$ cat config.mk
export PLATFORM = sky130hd
export DESIGN_NAME = m1to4_demux_stream
export DESIGN_NICKNAME = d
export VERILOG_FILES = /design/src/rtl/m1to4_demux_stream.sv
export SDC_FILE = /design/constraint.sdc
export NUM_CORES = 1
export LEC_CHECK = 0
export CORE_ASPECT_RATIO = 0.7
export CORE_MARGIN = 3
export CORE_UTILIZATION = 50
export DETAILED_ROUTE_END_ITERATION = 10
export PLACE_DENSITY_LB_ADDON = 0.05
export SYNTH_ARGS = -nofsm -noshare
export SYNTH_HDL_FRONTEND = slang
export SYNTH_SLANG_ARGS = --single-unit
$ cat constraint.sdc
create_clock -name clk -period 10 [get_ports clk]
set_input_delay 2 -clock clk [delete_from_list [all_inputs] [get_ports clk]]
set_output_delay 2 -clock clk [all_outputs]
set_load 0.03 [all_outputs]
$ cat src/rtl/m1to4_demux_stream.sv
// m1to4_demux_stream
//   Registered 1-to-4 stream demultiplexer. Each accepted input word is routed
//   by Sin to one of four channels (A=0, B=1, C=2, D=3). Every channel owns a
//   single-entry output register with valid/ready handshaking, so a stalled
//   channel only back-pressures words aimed at it.
// Ports
//   clk, rst        rising-edge clock, asynchronous active-high reset
//   in_valid/ready  input handshake (in_ready is combinational on Sin/out_ready)
//   in_data, Sin    input word and its destination channel
//   out_valid[i]    channel i slot FULL
//   out_ready[i]    channel i consumer ready
//   out_data        channel i word  = out_data[i*WIDTH +: WIDTH]
//   out_cnt         channel i count = out_cnt[i*CNT_W +: CNT_W], wraps

// Per-channel slot: one output register, a FULL flag and an accept counter.
module m1to4_demux_lane #(
  parameter int WIDTH = 8,
  parameter int CNT_W = 16
) (
  input  logic             clk,
  input  logic             rst,
  input  logic             load,
  input  logic [WIDTH-1:0] data,
  input  logic             ready,
  output logic             valid,
  output logic [WIDTH-1:0] q,
  output logic [CNT_W-1:0] cnt
);
  always_ff @(posedge clk or posedge rst) begin
    if (rst) begin
      valid <= 1'b0;
      q     <= '0;
      cnt   <= '0;
    end else begin
      // A load wins over a drain on the same edge: the slot stays FULL with
      // the new word, giving full throughput without a bubble.
      if (load) begin
        valid <= 1'b1;
        q     <= data;
        cnt   <= cnt + CNT_W'(1);
      end else if (valid && ready) begin
        valid <= 1'b0;
      end
    end
  end
endmodule

module m1to4_demux_stream #(
  parameter int WIDTH = 8,
  parameter int CNT_W = 16
) (
  input  logic               clk,
  input  logic               rst,
  input  logic               in_valid,
  output logic               in_ready,
  input  logic [WIDTH-1:0]   in_data,
  input  logic [1:0]         Sin,
  output logic [3:0]         out_valid,
  input  logic [3:0]         out_ready,
  output logic [4*WIDTH-1:0] out_data,
  output logic [4*CNT_W-1:0] out_cnt
);
  localparam int NUM_LANES = 4;

  logic                 acc;
  logic [NUM_LANES-1:0] load;

  // Only the selected slot matters; a slot draining this edge can take a new
  // word, hence the intended combinational out_ready -> in_ready path.
  assign in_ready = ~out_valid[Sin] | out_ready[Sin];
  assign acc      = in_valid & in_ready;

  for (genvar i = 0; i < NUM_LANES; i++) begin : g_lane
    assign load[i] = acc & (Sin == 2'(i));

    m1to4_demux_lane #(.WIDTH(WIDTH), .CNT_W(CNT_W)) u_lane (
      .clk   (clk),
      .rst   (rst),
      .load  (load[i]),
      .data  (in_data),
      .ready (out_ready[i]),
      .valid (out_valid[i]),
      .q     (out_data[i*WIDTH +: WIDTH]),
      .cnt   (out_cnt[i*CNT_W +: CNT_W])
    );
  end
endmodule

==> results.toml, run 1 <==
[final_layout]
mostFrequentLayoutCells = "clkdlybuf4s50_1, dfrtp_1, nand2_1"
final_common_cell = "clkdlybuf4s50_1"
final_area_um2 = 5751
antenna_cells = 0
layout-drive-gt1-share = 0.1186
area_delta_synth_final_pct = 37.11
utilization = 0.7182
layout.nets = 489

[placed_design]
gp_congestion = 0.7287
pre_cts_ws_ns = 3.976
port_buffers = 117
dp_hpwl_um = 6690
place_area_um2 = 5473

[routing]
drtIter0Drc = 148
vias = 2974
drtPass1Iterations = 4
ant_nets = 0
avgRoutedWirePerCell_um = 16.35
drt_wl_total_um = 9368
routed_via_density = 5.190
drc = 0

[floorplanning]
dieArea_um2 = 9540
ios = 118
fp-row-count = 27
start_util = 0.5238
fp.dieH_um = 82.63
die_x_um = 115.5
core_area_um2 = 8006

[timing]
rsz0062_at_grt = "no"
max_slew_margin = 0.3927
setup_viol = 0
slew_violations = 0
post-route-min-period_ns = 6.014
setup_tns_ns = 0
fin_ws_ns = 3.986
fin_hold_ws_ns = 0.4728
worst_pin_slew_ns = 0.9027
post-route-period-util = 0.6014
skew_ns = 0.004999
max_freq_mhz = 166.3
finalHoldViolCount = 0

[clocking]
cts-root-buf = "clkbuf_16"
cts_hold_buf = 0
ctsResizeCount = 0
htree_levels = 3
clkTransAtPathRegs_ns = 0.06
cts_buffer_depth = 2
clock_latency_ns = 0.34
cts_buffers = 9
postCtsSetupBuffers = 0
cts_tree = "done"
cts_sinks = 100

[min_path]
holdCritPathClass = "flip-flop to flip-flop"

[critical_path]
cp_top_family = "buffers and inverters"
crit_type = "primary input to primary output"
regToRegEndpoint = "g_lane[0].u_lane.cnt[15]"
crit_end = "in_ready"
cp-start-kind = "primary input"
critPathMaxFanout = 8
ff2ff_setup_slack_ns = 7.79
worstPathArrival_ns = 4.01
cp-startpoint = "Sin[1]"
r2r_start = "g_lane[0].u_lane.valid"
critPathSlowestCell = "clkdlybuf4s50_1"
crit_path_frequent_cell = "clkdlybuf4s50_1"
path_cells = "clkdlybuf4s50_1 -> mux4_2 -> inv_1 -> clkdlybuf4s50_1"
path_buf_inv = 3
max_stage_delay_ns = 0.68
worstPathRequired_ns = 8.00
cp-end-kind = "primary output"
r2r_cells = 5
path_depth = 4

[logic_synthesis]
synthFlopType = "dfrtp_1"
ys_async_sr_fraction = 1.000
yosys-top-cells-area = "dfrtp_1, xnor2_1, mux2_2"
ys_ff_latch = 100
synth_cells = 346
syn_nets = 367
syn-cell-area_um2 = 4194
synth_top_area_frac = 0.5967
synth_top_area_cell = "dfrtp_1"
syn_area_per_cell_um2 = 12.12
synth_seq_area_share = 0.5967
ys_types = 29
synth_edf_count = 0
yosys_warnings = 0

[global_routing]
grt_max_degree = 59
grt_pass1_wl_um = 15150
gr-total-overflow = 0
grt_util_all_layers = 0.2120
grt_pass1_vias = 2978
antenna_found_initial = 0

[run_status]
status = "complete, no violations"

[run]
maxCapViolCount = 0

[power]
powerDensity_nw_per_um2 = 215.1
p_leak_uw = 0.002558
ir_drop_v = 0.0001704
registers in the layout, indices dropped and copies added (netlist names):
register,count
g_lane.u_lane.valid,4
g_lane.u_lane.q,32
g_lane.u_lane.cnt,64
through the flow:
stage               total power, uW  std cells
global route                   1302        573
floorplan                     747.1        346
CTS                            1249        573
detailed placement            921.5        558
finish                         1237        573
global placement              914.7        558
report_power, final:
group          leakage (uW)  switching (uW)  internal [uW]
sequential          0.00129            69.4            468
combinational       0.00113             210            165
clock              0.000133             144            180
total               0.00256             424            813
kinds of logic (layout without fill, tap and decap cells):
group / count (synthesis) / after routing / share of synthesized area
AO/OA/AOI/OAI: 1 / 1 / 0.001791
XOR/XNOR: 60 / 60 / 0.1253
adder cells (fa/ha/maj): 4 / 4 / 0.01193
buffers and inverters: 15 / 141 / 0.01909
flip-flops: 100 / 100 / 0.5967
multiplexers: 28 / 28 / 0.07786
AND/OR/NAND/NOR: 138 / 138 / 0.1674
worst min-delay path by stage:
stage                                   from  cells after the start                        to  slack, ns
floorplan             g_lane[3].u_lane.valid                      2    g_lane[3].u_lane.valid       0.62
global placement       g_lane[0].u_lane.q[2]                      2     g_lane[0].u_lane.q[2]       0.46
detailed placement     g_lane[0].u_lane.q[2]                      2     g_lane[0].u_lane.q[2]       0.46
CTS                 g_lane[2].u_lane.cnt[15]                      1  g_lane[2].u_lane.cnt[15]       0.48
global route        g_lane[2].u_lane.cnt[15]                      1  g_lane[2].u_lane.cnt[15]       0.49
finish              g_lane[2].u_lane.cnt[15]                      1  g_lane[2].u_lane.cnt[15]       0.47
area by class of cell:
class	count	area, um^2
multi-input cells	231	1622
fillers	616	2256
repair buffers	121	1201
clock inverters	4	25.02
flip-flops and latches	100	2502
well taps	101	126.4
clock buffers	11	252.7
inverters	5	21.27
layer usage:
| metal | track usage | wire length (um) | vias to the layer above |
|---|---|---|---|
| met2 | 0.3164 | 4201 | 86 |
| met5 | 0 | 0 | - |
| li1 | - | - | 1410 |
| met1 | 0.2768 | 4301 | 1466 |
| met4 | 0.06448 | 111 | 0 |
| met3 | 0.1005 | 753 | 12 |
cells in the mapped netlist (5+ instances only):
| library cell | count |
|---|---|
| dfrtp_1 | 100 |
| nand2_1 | 49 |
| xnor2_1 | 39 |
| mux2_2 | 27 |
| xor2_1 | 21 |
| nand3_1 | 19 |
| nand4_1 | 14 |
| nor2_1 | 12 |
| and3_1 | 10 |
| nor3_1 | 8 |
| and4_1 | 6 |
| inv_1 | 5 |
| nand2b_1 | 5 |
(Power assumes the default switching activity.)
==> inputs of run 2 (changes only) <==
--- a/config.mk
+++ b/config.mk
@@ -7,7 +7,7 @@
 export LEC_CHECK = 0
 export CORE_ASPECT_RATIO = 0.7
 export CORE_MARGIN = 3
-export CORE_UTILIZATION = 50
+export CORE_UTILIZATION = 48
 export DETAILED_ROUTE_END_ITERATION = 10
 export PLACE_DENSITY_LB_ADDON = 0.05
 export SYNTH_ARGS = -nofsm -noshare
==> constraint.sdc (replaced) <==
create_clock -name clk -period 6.2 [get_ports clk]
set_input_delay 1.24 -clock clk [delete_from_list [all_inputs] [get_ports clk]]
set_output_delay 1.24 -clock clk [all_outputs]
set_load 0.03 [all_outputs]
==> results.toml, run 2 (same netlist as run 1, synthesis figures left out) <==
[global_routing]
gr-total-overflow = 0
grt_pass1_wl_um = 16270
grt_max_degree = 65
antenna_found_initial = 0
grt_util_all_layers = 0.2039
grt_pass1_vias = 3159

[power]
totalPowerFinal_uw = 2047
clkPwrFrac = 0.278
p_comb_frac = 0.298
powerDensity_nw_per_um2 = 353.2
switching_share = 0.3374
switchingPower_uw = 690.8
p_leak_uw = 0.002567
ir_drop_v = 0.0002837
power.share.sequential = 0.424
power.internal_uw = 1357

[timing]
worst_pin_slew_ns = 0.9200
post-route-min-period_ns = 4.478
max_freq_mhz = 223.3
slew_violations = 0
setup_viol = 0
finalHoldViolCount = 0
max_slew_margin = 0.3833
setup_tns_ns = 0
skew_ns = 0.004521
fin_hold_ws_ns = 0.4698
post-route-period-util = 0.7223
rsz0062_at_grt = "no"

[final_layout]
largest_register = "g_lane.u_lane.cnt"
reg_top3 = "g_lane.u_lane.cnt x64, g_lane.u_lane.q x32, g_lane.u_lane.valid x4"
layout-drive-gt1-share = 0.1163
mostFrequentLayoutCells = "clkdlybuf4s50_1, dfrtp_1, nand2_1"
utilization = 0.7091
final_area_um2 = 5797
area_delta_synth_final_pct = 38.22
fill_cells = 625
largest_register_ffs = 64
final_common_cell = "clkdlybuf4s50_1"
antenna_cells = 0
layout.nets = 489

[clocking]
ctsResizeCount = 0
cts_hold_buf = 0
postCtsSetupBuffers = 0
cts-root-buf = "clkbuf_16"
clock_latency_ns = 0.33
cts_buffers = 9
cts_sinks = 100
htree_levels = 3
cts_tree = "done"
clkTransAtPathRegs_ns = 0.07
cts_buffer_depth = 2

[floorplanning]
core_area_um2 = 8175
fp.dieH_um = 84.21
die_x_um = 117.7
dieArea_um2 = 9913
start_util = 0.5130
ios = 118
fp-row-count = 27

[critical_path]
cp-start-kind = "primary input"
crit_type = "primary input to primary output"
worstPathRequired_ns = 4.96
critPathMaxFanout = 8
cp-end-kind = "primary output"
worstPathArrival_ns = 3.24

[routing]
routed_via_density = 5.022
drt_wl_total_um = 9358
drc = 0
ant_nets = 0
drtPass1Iterations = 4
vias = 2958
avgRoutedWirePerCell_um = 15.89
drtIter0Drc = 125

[placed_design]
dp_hpwl_um = 6790
gp_congestion = 0.7231
port_buffers = 117
place_area_um2 = 5492

[min_path]
holdCritPathClass = "flip-flop to flip-flop"

[run_status]
status = "complete, no violations"

[run]
maxCapViolCount = 0
[run 2: cell count changes in the layout (fill, tap and decap cells not counted), sizes merged]
cell | previous run | this run
clkinv | 2 | 0
bufinv | 0 | 1
clkbuf | 11 | 13
[run 2: cell type report]
class / instances / area, um^2 / share of cell area
Clock buffer: 13 / 260.3 / 0.04490
Inverter: 5 / 21.27 / 0.003669
Clock inverter: 3 / 45.04 / 0.007770
Sequential cell: 100 / 2502 / 0.4317
Multi-Input combinational cell: 231 / 1622 / 0.2797
Timing Repair Buffer: 121 / 1201 / 0.2072
Tap cell: 116 / 145.1 / 0.02504
[run 2: metrics by stage]
stage | cells | setup WS (ns)
2_1_floorplan | 346 | 2.341
3_3_place_gp | 573 | 1.744
3_5_place_dp | 573 | 1.721
4_1_cts | 589 | 1.718
5_1_grt | 589 | 1.642
6_report | 589 | 1.722
[run 2: critical path, cell delays in order]
cell	delay [ns]
clkdlybuf4s50_1	0.65
mux4_2	0.60
inv_1	0.08
clkdlybuf4s50_1	0.67
[run 2: power by group through the flow]
stage          Sequential (uW)  Clock, uW  Combinational, uW
5_1_grt                    887        608                648
4_1_cts                    867        582                617
3_5_place_dp               877          0                613
2_1_floorplan             1060          0                147
6_report                   868        570                610
3_3_place_gp               872          0                604
[run 2: per-layer routing]
metal,vias to the layer above,routed length [um],track usage
li1,1418,-,-
met1,1432,4255,0.2719
met2,93,4154,0.3092
met3,15,769,0.07946
met4,0,178,0.06809
met5,-,0,0
[run 2: path summary, 6_finish.rpt]
kind / startpoint / end / slack, ns / cells after the start
max in group asynchronous: rst / g_lane[3].u_lane.cnt[9] / 3.76 / 3
min in group asynchronous: rst / g_lane[0].u_lane.cnt[9] / 1.28 / 2
worst min-delay path: g_lane[0].u_lane.cnt[15] / g_lane[0].u_lane.cnt[15] / 0.47 / 1
worst min register to register: g_lane[0].u_lane.cnt[15] / g_lane[0].u_lane.cnt[15] / 0.47 / 1
worst max register to register: g_lane[0].u_lane.valid / g_lane[0].u_lane.cnt[15] / 4.09 / 5
worst max-delay path: Sin[1] / in_ready / 1.72 / 4
==> inputs of run 3 (changes only) <==
--- a/config.mk
+++ b/config.mk
@@ -7,7 +7,7 @@
 export LEC_CHECK = 0
 export CORE_ASPECT_RATIO = 0.7
 export CORE_MARGIN = 3
-export CORE_UTILIZATION = 48
+export CORE_UTILIZATION = 43
 export DETAILED_ROUTE_END_ITERATION = 10
 export PLACE_DENSITY_LB_ADDON = 0.05
 export SYNTH_ARGS = -nofsm -noshare
==> constraint.sdc (replaced) <==
create_clock -name clk -period 3.9 [get_ports clk]
set_input_delay 0.78 -clock clk [delete_from_list [all_inputs] [get_ports clk]]
set_output_delay 0.78 -clock clk [all_outputs]
set_load 0.03 [all_outputs]
==> results.toml, run 3 (same netlist as run 1, synthesis figures left out) <==
[global_routing]
grt_util_all_layers = 0.1801
grt_max_degree = 85
grt_pass1_vias = 2921
grt_pass1_wl_um = 15120
antenna_found_initial = 0
gr-total-overflow = 0

[floorplanning]
core_area_um2 = 9289
ios = 118
die_x_um = 124.0
dieArea_um2 = 10990
fp-row-count = 29
start_util = 0.4515
fp.dieH_um = 88.63

[clocking]
cts_sinks = 100
htree_levels = 3
cts_tree = "done"
cts_buffer_depth = 2
cts_hold_buf = 0
clock_latency_ns = 0.34
cts-root-buf = "clkbuf_16"
clkTransAtPathRegs_ns = 0.06
ctsResizeCount = 0
postCtsSetupBuffers = 0
cts_buffers = 9

[timing]
rsz0062_at_grt = "no"
slew_violations = 0
finalHoldViolCount = 0
setup_tns_ns = 0
worst_pin_slew_ns = 1.004
post-route-period-util = 0.8675
max_freq_mhz = 295.6
setup_viol = 0
post-route-min-period_ns = 3.383
max_slew_margin = 0.3310
skew_ns = 0.006392

[final_layout]
layout-drive-gt1-share = 0.1255
area_delta_synth_final_pct = 38.87
stdcell_count = 602
antenna_cells = 0
largest_register_ffs = 64
final_common_cell = "clkdlybuf4s50_1"
mostFrequentLayoutCells = "clkdlybuf4s50_1, dfrtp_1, nand2_1"
reg_top3 = "g_lane.u_lane.cnt x64, g_lane.u_lane.q x32, g_lane.u_lane.valid x4"
largest_register = "g_lane.u_lane.cnt"
final_area_um2 = 5824
layout.nets = 494

[routing]
drt_wl_total_um = 9423
ant_nets = 0
routed_via_density = 4.847
drtPass1Iterations = 4
drtIter0Drc = 200
vias = 2918
avgRoutedWirePerCell_um = 15.65
drc = 0

[critical_path]
critPathMaxFanout = 3
worstPathRequired_ns = 3.12
cp-start-kind = "primary input"
worstPathArrival_ns = 2.60
crit_type = "primary input to primary output"
cp-end-kind = "primary output"

[power]
ir_drop_v = 0.0003700
powerDensity_nw_per_um2 = 550.7
p_leak_uw = 0.002590

[placed_design]
place_area_um2 = 5539
gp_congestion = 0.7860
dp_hpwl_um = 6747
port_buffers = 117
place_inst = 586

[run]
maxCapViolCount = 0

[run_status]
status = "complete, no violations"

[min_path]
holdCritPathClass = "flip-flop to flip-flop"
-- run 3: cell count changes in the layout (fill, tap and decap cells not counted), sizes merged --
| cell | change |
|---|---|
| buf | +5 |
| clkbuf | -2 |
| clkinv | +3 |
| clkinvlp | -1 |
-- run 3: worst max-delay path: stages --
cell	delay [ns]
clkdlybuf4s50_1	0.49
nor2b_1	0.07
mux4_2	0.52
inv_1	0.08
clkdlybuf4s50_1	0.66
-- run 3: cell type report --
class / count / area, um^2
Clock inverter: 5 / 52.55
Clock buffer: 11 / 232.7
Fill cell: 795 / 3465
Sequential cell: 100 / 2502
Multi-Input combinational cell: 231 / 1622
Inverter: 5 / 21.27
Timing Repair Buffer: 126 / 1239
Tap cell: 124 / 155.1
-- run 3: path summary, 6_finish.rpt --
kind | start | to | slack [ns] | cells past startpoint
setup / recovery | out_ready[3] | in_ready | 0.52 | 5
hold / removal | g_lane[0].u_lane.cnt[15] | g_lane[0].u_lane.cnt[15] | 0.47 | 1
setup reg to reg | g_lane[0].u_lane.valid | g_lane[0].u_lane.cnt[15] | 1.75 | 5
hold reg to reg | g_lane[0].u_lane.cnt[15] | g_lane[0].u_lane.cnt[15] | 0.47 | 1
max in group asynchronous | rst | g_lane[1].u_lane.q[3] | 2.12 | 3
min in group asynchronous | rst | g_lane[2].u_lane.cnt[5] | 1.05 | 2
-- run 3: layer usage --
metal / global-route usage / share of wire / routed length [um]
met1: 0.2409 / 0.46 / 4352
met2: 0.2706 / 0.44 / 4171
met3: 0.08115 / 0.086 / 815
met4: 0.04473 / 0.0087 / 82
met5: 0 / 0 / 0
-- run 3: metrics by stage --
stage	worst slack, ns	total power (uW)	hold WS [ns]	util
final	0.5167	3207	0.4692	0.6270
after global routing	0.4751	3367	0.4850	0.6270
after CTS	0.5153	3246	0.4755	0.6270
after detailed placement	0.5139	2375	0.4634	0.5963
after global placement	0.5201	2359	0.4588	0.5963
after floorplan	0.5012	1916	0.6218	-
-- run 3: where the power goes --
group	total, uW	internal [uW]	switching, uW
Clock	854	494	360
Combinational	970	426	543
Sequential	1380	1200	183
Total	3210	2120	1090
